`src/rtl/spi_pkg.sv`:
```
// Shared types and defaults for the SPI master controller.
package spi_pkg;

  localparam int unsigned NBITS_DEFAULT       = 34;
  localparam int unsigned HALF_PERIOD_DEFAULT = 4;
  localparam int unsigned PHASE_CNT_W         = 8;

  typedef enum logic [2:0] {
    IDLE      = 3'd0,
    CS_SETUP  = 3'd1,
    SCLK_HIGH = 3'd2,
    SCLK_LOW  = 3'd3,
    CS_HOLD   = 3'd4,
    DONE      = 3'd5
  } state_t;

endpackage

```
`src/rtl/spi_clk_phase_counter.sv`:
```
// Down-counter timing one sclk half-period; restarted on every phase entry.
module spi_clk_phase_counter
  import spi_pkg::*;
#(
  parameter int unsigned HALF_PERIOD = HALF_PERIOD_DEFAULT
) (
  input  logic clk,
  input  logic reset,
  input  logic load,
  output logic phase_done_c
);

  logic [PHASE_CNT_W-1:0] cnt;

  // Load HALF_PERIOD-1 on phase entry, then count down and park at zero
  always_ff @(posedge clk) begin
    if (reset) begin
      cnt <= '0;
    end else if (load) begin
      cnt <= PHASE_CNT_W'(HALF_PERIOD - 1);
    end else if (cnt != '0) begin
      cnt <= cnt - PHASE_CNT_W'(1);
    end
  end

  // Zero marks the last cycle of the current phase
  assign phase_done_c = (cnt == '0);

endmodule

```
`src/rtl/spi_controller.sv`:
```
// SPI mode-0 master: shifts one NBITS packet each way per transaction, MSB first.
module spi_controller
  import spi_pkg::*;
#(
  parameter int unsigned NBITS       = NBITS_DEFAULT,
  parameter int unsigned HALF_PERIOD = HALF_PERIOD_DEFAULT
) (
  input  logic             clk,
  input  logic             reset,
  input  logic [NBITS-1:0] send_msg,
  input  logic             send_val,
  output logic             send_rdy,
  output logic [NBITS-1:0] recv_msg,
  output logic             recv_val,
  input  logic             recv_rdy,
  output logic             recv_parity,
  output logic             cs,
  output logic             sclk,
  output logic             mosi,
  input  logic             miso
);

  localparam int unsigned BIT_CNT_W = $clog2(NBITS + 1);

  state_t               state;
  state_t               state_next;
  logic [NBITS-1:0]     tx_shift;
  logic [NBITS-1:0]     rx_shift;
  logic [BIT_CNT_W-1:0] bit_cnt;

  logic phase_done_c;
  logic phase_load_c;
  logic handshake_c;
  logic enter_high_c;
  logic enter_low_c;
  logic enter_done_c;

  logic cs_d;
  logic sclk_d;
  logic send_rdy_d;
  logic recv_val_d;

  assign handshake_c  = send_val && send_rdy;
  assign phase_load_c = (state_next != state);
  assign enter_high_c = (state_next == SCLK_HIGH) && (state != SCLK_HIGH);
  assign enter_low_c  = (state_next == SCLK_LOW)  && (state != SCLK_LOW);
  assign enter_done_c = (state_next == DONE)      && (state != DONE);

  spi_clk_phase_counter #(
    .HALF_PERIOD (HALF_PERIOD)
  ) u_phase_cnt (
    .clk          (clk),
    .reset        (reset),
    .load         (phase_load_c),
    .phase_done_c (phase_done_c)
  );

  // State register
  always_ff @(posedge clk) begin
    if (reset) begin
      state <= IDLE;
    end else begin
      state <= state_next;
    end
  end

  // Next-state: each timed phase lasts until the phase counter expires
  always_comb begin
    state_next = state;
    case (state)
      IDLE:      if (handshake_c)  state_next = CS_SETUP;
      CS_SETUP:  if (phase_done_c) state_next = SCLK_HIGH;
      SCLK_HIGH: if (phase_done_c) begin
                   state_next = (bit_cnt < BIT_CNT_W'(NBITS)) ? SCLK_LOW : CS_HOLD;
                 end
      SCLK_LOW:  if (phase_done_c) state_next = SCLK_HIGH;
      CS_HOLD:   if (phase_done_c) state_next = DONE;
      DONE:      if (recv_rdy)     state_next = IDLE;
      default:   state_next = IDLE;
    endcase
  end

  // Output decode from the next state so the registered pins line up with the state
  always_comb begin
    cs_d       = 1'b1;
    sclk_d     = 1'b0;
    send_rdy_d = 1'b0;
    recv_val_d = 1'b0;
    case (state_next)
      IDLE:      send_rdy_d = 1'b1;
      CS_SETUP:  cs_d = 1'b0;
      SCLK_HIGH: begin
                   cs_d   = 1'b0;
                   sclk_d = 1'b1;
                 end
      SCLK_LOW:  cs_d = 1'b0;
      CS_HOLD:   cs_d = 1'b0;
      DONE:      recv_val_d = 1'b1;
      default:   ;
    endcase
  end

  // Control output registers
  always_ff @(posedge clk) begin
    if (reset) begin
      cs       <= 1'b1;
      sclk     <= 1'b0;
      send_rdy <= 1'b1;
      recv_val <= 1'b0;
    end else begin
      cs       <= cs_d;
      sclk     <= sclk_d;
      send_rdy <= send_rdy_d;
      recv_val <= recv_val_d;
    end
  end

  // Shift registers: sample miso as sclk rises, advance mosi as sclk falls
  always_ff @(posedge clk) begin
    if (reset) begin
      tx_shift    <= '0;
      rx_shift    <= '0;
      bit_cnt     <= '0;
      mosi        <= 1'b0;
      recv_msg    <= '0;
      recv_parity <= 1'b0;
    end else begin
      if (handshake_c) begin
        tx_shift <= send_msg;
        rx_shift <= '0;
        bit_cnt  <= '0;
        mosi     <= send_msg[NBITS-1];
      end
      if (enter_high_c) begin
        rx_shift <= {rx_shift[NBITS-2:0], miso};
        bit_cnt  <= bit_cnt + BIT_CNT_W'(1);
      end
      if (enter_low_c) begin
        tx_shift <= {tx_shift[NBITS-2:0], 1'b0};
        mosi     <= tx_shift[NBITS-2];
      end
      if (enter_done_c) begin
        recv_msg    <= rx_shift;
        recv_parity <= ^rx_shift;
      end
    end
  end

endmodule
```
`config.mk`:
```
export PLATFORM = sky130hd
export DESIGN_NAME = spi_controller
export DESIGN_NICKNAME = d
export VERILOG_FILES = /design/src/rtl/spi_pkg.sv /design/src/rtl/spi_clk_phase_counter.sv /design/src/rtl/spi_controller.sv
export SDC_FILE = /design/constraint.sdc
export NUM_CORES = 1
export LEC_CHECK = 0
export CAP_MARGIN = 30
export CELL_PAD_IN_SITES_DETAIL_PLACEMENT = 0
export CELL_PAD_IN_SITES_GLOBAL_PLACEMENT = 1
export CORE_MARGIN = 2
export CORE_UTILIZATION = 43
export CTS_BUF_LIST = sky130_fd_sc_hd__clkbuf_16
export DETAILED_ROUTE_END_ITERATION = 6
export MAX_ROUTING_LAYER = met4
export PLACE_DENSITY_LB_ADDON = 0.1
export SYNTH_ARGS = -nofsm -noshare
export SYNTH_HDL_FRONTEND = slang
export SYNTH_SLANG_ARGS = --single-unit
```
`constraint.sdc`:
```
create_clock -name clk -period 3.9 [get_ports clk]
set_input_delay 1.17 -clock clk [delete_from_list [all_inputs] [get_ports clk]]
set_output_delay 1.17 -clock clk [all_outputs]
set_load 0.01 [all_outputs]
```
# Word-level counts from Yosys, hierarchy flattened
# Index checks and enable logic that the tools add are counted.
[totals] output_inout_bits=40 inputBits=39 regBits=124
[classes] order_cmp=1 muxes=21 add_sub_neg=2 n_reduce_logical=16 n_eq_ne=14
[ops] cell="$mux 34" count=2
[ops] cell="$mux 33" count=2
[ops] cell="$reduce_xor 34->1" count=1
[ops] cell="$mux 3" count=6
[ops] cell="$pmux 3 s5" count=1
[ops] cell="$eq 3x2->1 const B" count=4
[ops] cell="$eq 3x3->1 const B" count=4
[ops] cell="$mux 6" count=2
[ops] cell="$logic_not 8->1" count=1
[ops] cell="$reduce_bool 8->1" count=1
[ops] cell="$sub 8x1->8 const B" count=1
[ops] cell="$add 6x1->6 const B" count=1
[ops] cell="$eq 3x1->1 const B" count=2
[ops] cell="$logic_not 3->1" count=2
[ops] cell="$lt 6x6->1 const B" count=1
[ops] cell="$mux 1" count=6
[ops] cell="$ne 3x2->1 const B" count=2
[ops] cell="$reduce_bool 2->1" count=3
[ops] cell="$reduce_or 2->1" count=3
[ops] cell="$logic_and 1x1->1" count=4
[ops] cell="$mux 2" count=2
[ops] cell="$reduce_or 4->1" count=1
[ops] cell="$ne 3x3->1" count=1
[ops] cell="$ne 3x3->1 const B" count=1

# Longest topological paths before layout
[logic_depth] word_depth=7 ltp_mapped=10 ltp_nobuf=8

# Hierarchy
# A second synthesis with hierarchy kept.
[unflattened] hier_cells=652 area_unflattened_um2=5216.3
[modules_own_cells] mod="spi_controller" instances=1 area_per_inst_um2=4843.4 cells_each=610
[modules_own_cells] mod="spi_clk_phase_counter" instances=1 area_per_inst_um2=372.9 cells_each=42

# Worst setup path after synthesis
# OpenSTA, ideal clock, no wires.
[synth_timing] kind="input port to flip-flop" start="input port send_val" end="register u_phase_cnt.cnt[2]" path_buffers=1 arrival_ns=2.698 required_ns=3.836 setup_ns=0.064 slack_ns=1.138 stages=7 cell_sequence="and3b_1 -> a31oi_1 -> nor3_1 -> or4_1 -> or4_1 -> buf_2 -> nor2_1"
[synth_via] elab_chain_cells=5
[synth_rtl] item="start, declared" line_no="spi_controller.sv:11" source="input logic send_val,"
[synth_rtl] item="$logic_and 1x1->1" line_no="spi_controller.sv:43" source="assign handshake_c = send_val && send_rdy;"
[synth_rtl] item="$mux 3" line_no="spi_controller.sv:71" source="IDLE: if (handshake_c) state_next = CS_SETUP;"
[synth_rtl] item="$pmux 3 s5" line_no="spi_controller.sv:70" source="case (state)"
[synth_rtl] item="$ne 3x3->1" line_no="spi_controller.sv:44" source="assign phase_load_c = (state_next != state);"
[synth_rtl] item="$reduce_or 2->1 (no line)"
[synth_rtl] item="end signal, assigned" line_no="spi_clk_phase_counter.sv:20" source="cnt <= PHASE_CNT_W'(HALF_PERIOD - 1);"
[synth_rtl] item="end signal, assigned" line_no="spi_clk_phase_counter.sv:22" source="cnt <= cnt - PHASE_CNT_W'(1);"
[synth_rtl] item="end, declared" line_no="spi_clk_phase_counter.sv:13" source="logic [PHASE_CNT_W-1:0] cnt;"
# No other way between the ends.
# A chain may end at the register's enable or synchronous reset.

# Worst setup path after layout
[layout_timing] start="input port send_val" end="register u_phase_cnt.cnt[7]"
# Same word-level chain as after synthesis.

==> metrics list <==
- Initial detailed-routing violation count: between 200 and 300
- Kind of critical path: input pin to register
* Max cap viols: 0
* Syn nets: 653
- For the pin with the worst max-slew slack, the measured transition is between 0.7 and 0.8 ns.
* Floorplan row count: 40
* TritonCTS buffer count: 17
- First-pass GRT wire length: between 15,000 and 20,000 um
* Maximum achievable frequency: roughly 330 MHz
- Number of gates given a new drive strength after cts: 0
- Area of the mapped netlist: approximately 0.0052 sq mm
- Counting flops and latches in the post-synthesis netlist gives between 100 and 150.
* Number of antenna-violating nets in the routed design: 0
- Measured along the y axis, the die boundary spans between 100 and 150 um.
* Total iterations of the first detailed-routing run: 4
* I/O pin total: 79
* Overall global routing resource usage: between 10% and 20%
* Headroom to the max-slew limit: between 50 and 60%
- The clock net in this run drives a total of roughly 120 sinks.
- Hold violation total from the final report: 0
- Number of enable-type register cells in the synthesized netlist: 0
- Post-CTS timing repair inserted 0 buffers for setup.
* Area after detailed placement: around 0.0060 sq mm
- LEAKAGE: about 0.0024 uW
- Setup violations remaining at the end of the flow were counted as 0.
- Total number of vias: around 4,300
* Sequential-to-total area share from yosys stat: 47.52%
* Area of the core: 0.01191 sq mm
* Worst hold path cell count: 2
- After clock tree synthesis, the flow added hold-fix buffers numbering 0.
- The number of max-slew violations in the final report was 0.
- In the routed layout, each cell is associated on average with a via count of around 5.2.
* Total Routed Length: roughly 11,000 um
- Entering global routing, the biggest net connects 67 pins.
* Clock tree from TritonCTS: done
- Buffer type at the clock tree root: clkbuf_16
- Power spread over the standard cell area amounts to between 500 and 600 mW/mm^2.
- For this configuration, the core starts out at a cell density of a little over two fifths.
- Area grow syn2layout: 26.52%
- Across the VDD grid, the largest voltage drop is ~0.27 mV.
- After routing, the total negative slack on setup checks comes to 0 ns.
- Pre-CTS setup slack: 0.4779 ns
* Number of distinct standard cells referenced by the synthesized netlist: 42
- Input and output buffers added on the ports amount to 78.
- In this run the number of H-tree levels came out at 4.
- After the last flow step, the layout net total stands at 709.
- Of all nets on the critical path, the largest fanout is 6.
* Ant. Diodes: 0
- At the end of routability-driven placement, the weighted congestion stood at 0.7911.
- Setup repair after global routing left no endpoint under its margin.
- After legalization and detailed placement, the total HPWL measured approximately 7000 um.
- Area used by multi-input combinational logic: around 0.0025 sq mm
- Number of cells traversed by the worst register-to-register path: 9
- Type of element launching the critical path: input pin
- Number of buffers between clock root and the deepest sink: 2
- For this run, the share of the core covered by cells in the final layout is between 50% and 60%.
* Number of fill cells: 1,141
- Proportion of layout cells with a drive suffix above 1: around 5.7%
- Clock transition at the registers of the reported paths: approximately 0.050 ns
- Final critical path time including I/O delays and setup: roughly 3.0 ns
- Path category of the worst min-delay check: register to register
- In the synthesized netlist the dominant register cell turns out to be dfxtp_1.
* Die Footprint: ~0.013 sq mm
* Worst Skew: ~0.0076 ns
- Ys async rst share: 0%
* Number of antenna violations at the first check in global routing: 0
* Kind of end point of the critical path: register
- Number of standard cells after synthesis: between 600 and 700
* WP data required: 4.24 ns
- Congestion Overflow GR: 0
- In the final routed layout, each cell accounts on average for roughly 13 um.
- Yosys printed 0 warnings.
- Ratio of final minimum period to clock period: between 70% and 80%
- For this run, design rule violations remaining after detail routing come to 0.
- Clock latency on the worst-skew pair: around 0.41 ns
- The die is 114.2 um wide.
- After routing the design area is between 0.006 and 0.007 sq mm.
* Worst path arrival time: ~3.3 ns
- Run status: complete, no violations
* Register area: 0.002482 sq mm
- Averaged over all synthesized cells, the footprint is 8.536 sq um.
* Via count of the first global-routing pass: about 4,000
- Across all setup checks in the final design, the least slack found is about 0.9 ns.
per-stage QoR:
stage          hold slack [ns]  cells  total power, uW
4_1_cts                 0.4540    828             3845
3_5_place_dp            0.4466    796             2333
5_1_grt                 0.4671    828             4008
3_3_place_gp            0.4432    796             2315
2_1_floorplan           0.4375    612             2125
6_report                0.4507    828             3803
flip-flops by register name (all words and copies together), names as in the netlist, 3 cells and up:
signal	flops
tx_shift	33
bit_cnt	6
recv_msg	34
state	3
rx_shift	34
u_phase_cnt.cnt	8
layer usage:
layer / up-vias / track usage (%) / part of all wire [%]
li1: 2213 / - / -
met1: 1992 / 21.92 / 47
met2: 79 / 27.98 / 46
met3: 15 / 5.876 / 4.9
met4: 0 / 7.642 / 1.5
met5: - / - / 0
cells in the final DEF (no fill, tap or decap), types with 7 or more instances in the layout:
cell	count
a211oi_1	37
clkdlybuf4s50_1	77
xnor2_1	32
inv_1	7
dfxtp_1	124
clkbuf_16	17
nor2_1	53
nand3_1	38
nand2_1	111
a21oi_1	82
mux2i_1	34
report_power, final:
part / total [uW] / internal [uW] / switching, uW
clock network: 1500 / 978 / 520
registers: 1500 / 1390 / 105
logic: 808 / 354 / 454
cell type report:
class,instances,share of cell area [%]
Clock inverter,15,2.120
Sequential cell,124,37.56
Multi-Input combinational cell,438,38.28
Clock buffer,17,6.437
Timing Repair Buffer,84,12.65
Tap cell,147,2.783
Inverter,3,0.1704
Yosys cell counts, types with 4 or more instances:
cell type	n	area [sq um]
nor2_1	53	198.9
dfxtp_1	124	2482
buf_2	6	30.03
clkbuf_1	34	127.6
buf_6	4	45.04
nand3_1	38	190.2
nor3_1	6	30.03
nand2_1	112	420.4
xnor2_1	32	280.3
a211oi_1	37	277.8
mux2i_1	34	340.3
xor2_1	6	52.55
a21oi_1	82	410.4
critical path, stage by stage:
cell,delay (ns)
clkdlybuf4s50_1,0.48
and3b_1,0.21
a31oi_1,0.14
nor3_1,0.09
or4_1,0.50
or4_1,0.61
nor2_1,0.15
cell families (layout without fill, tap and decap cells):
family	count (synthesis)	count (layout)	synth area share, %
AO/OA/AOI/OAI	129	129	14.54
XOR/XNOR	39	39	6.802
adder cells (fa/ha/maj)	2	2	0.4790
buffers and inverters	50	119	4.311
flip-flops	124	124	47.52
multiplexers	35	35	6.731
AND/OR/NAND/NOR	233	233	19.62
worst paths after layout:
kind	startpoint	end	slack [ns]
worst min-delay path	recv_msg[17]	recv_msg[17]	0.45
worst max register to register	u_phase_cnt.cnt[0]	u_phase_cnt.cnt[7]	1.12
worst min register to register	recv_msg[17]	recv_msg[17]	0.45
worst max-delay path	send_val	u_phase_cnt.cnt[7]	0.90
Note: power is estimated with default switching activity, not from simulation.
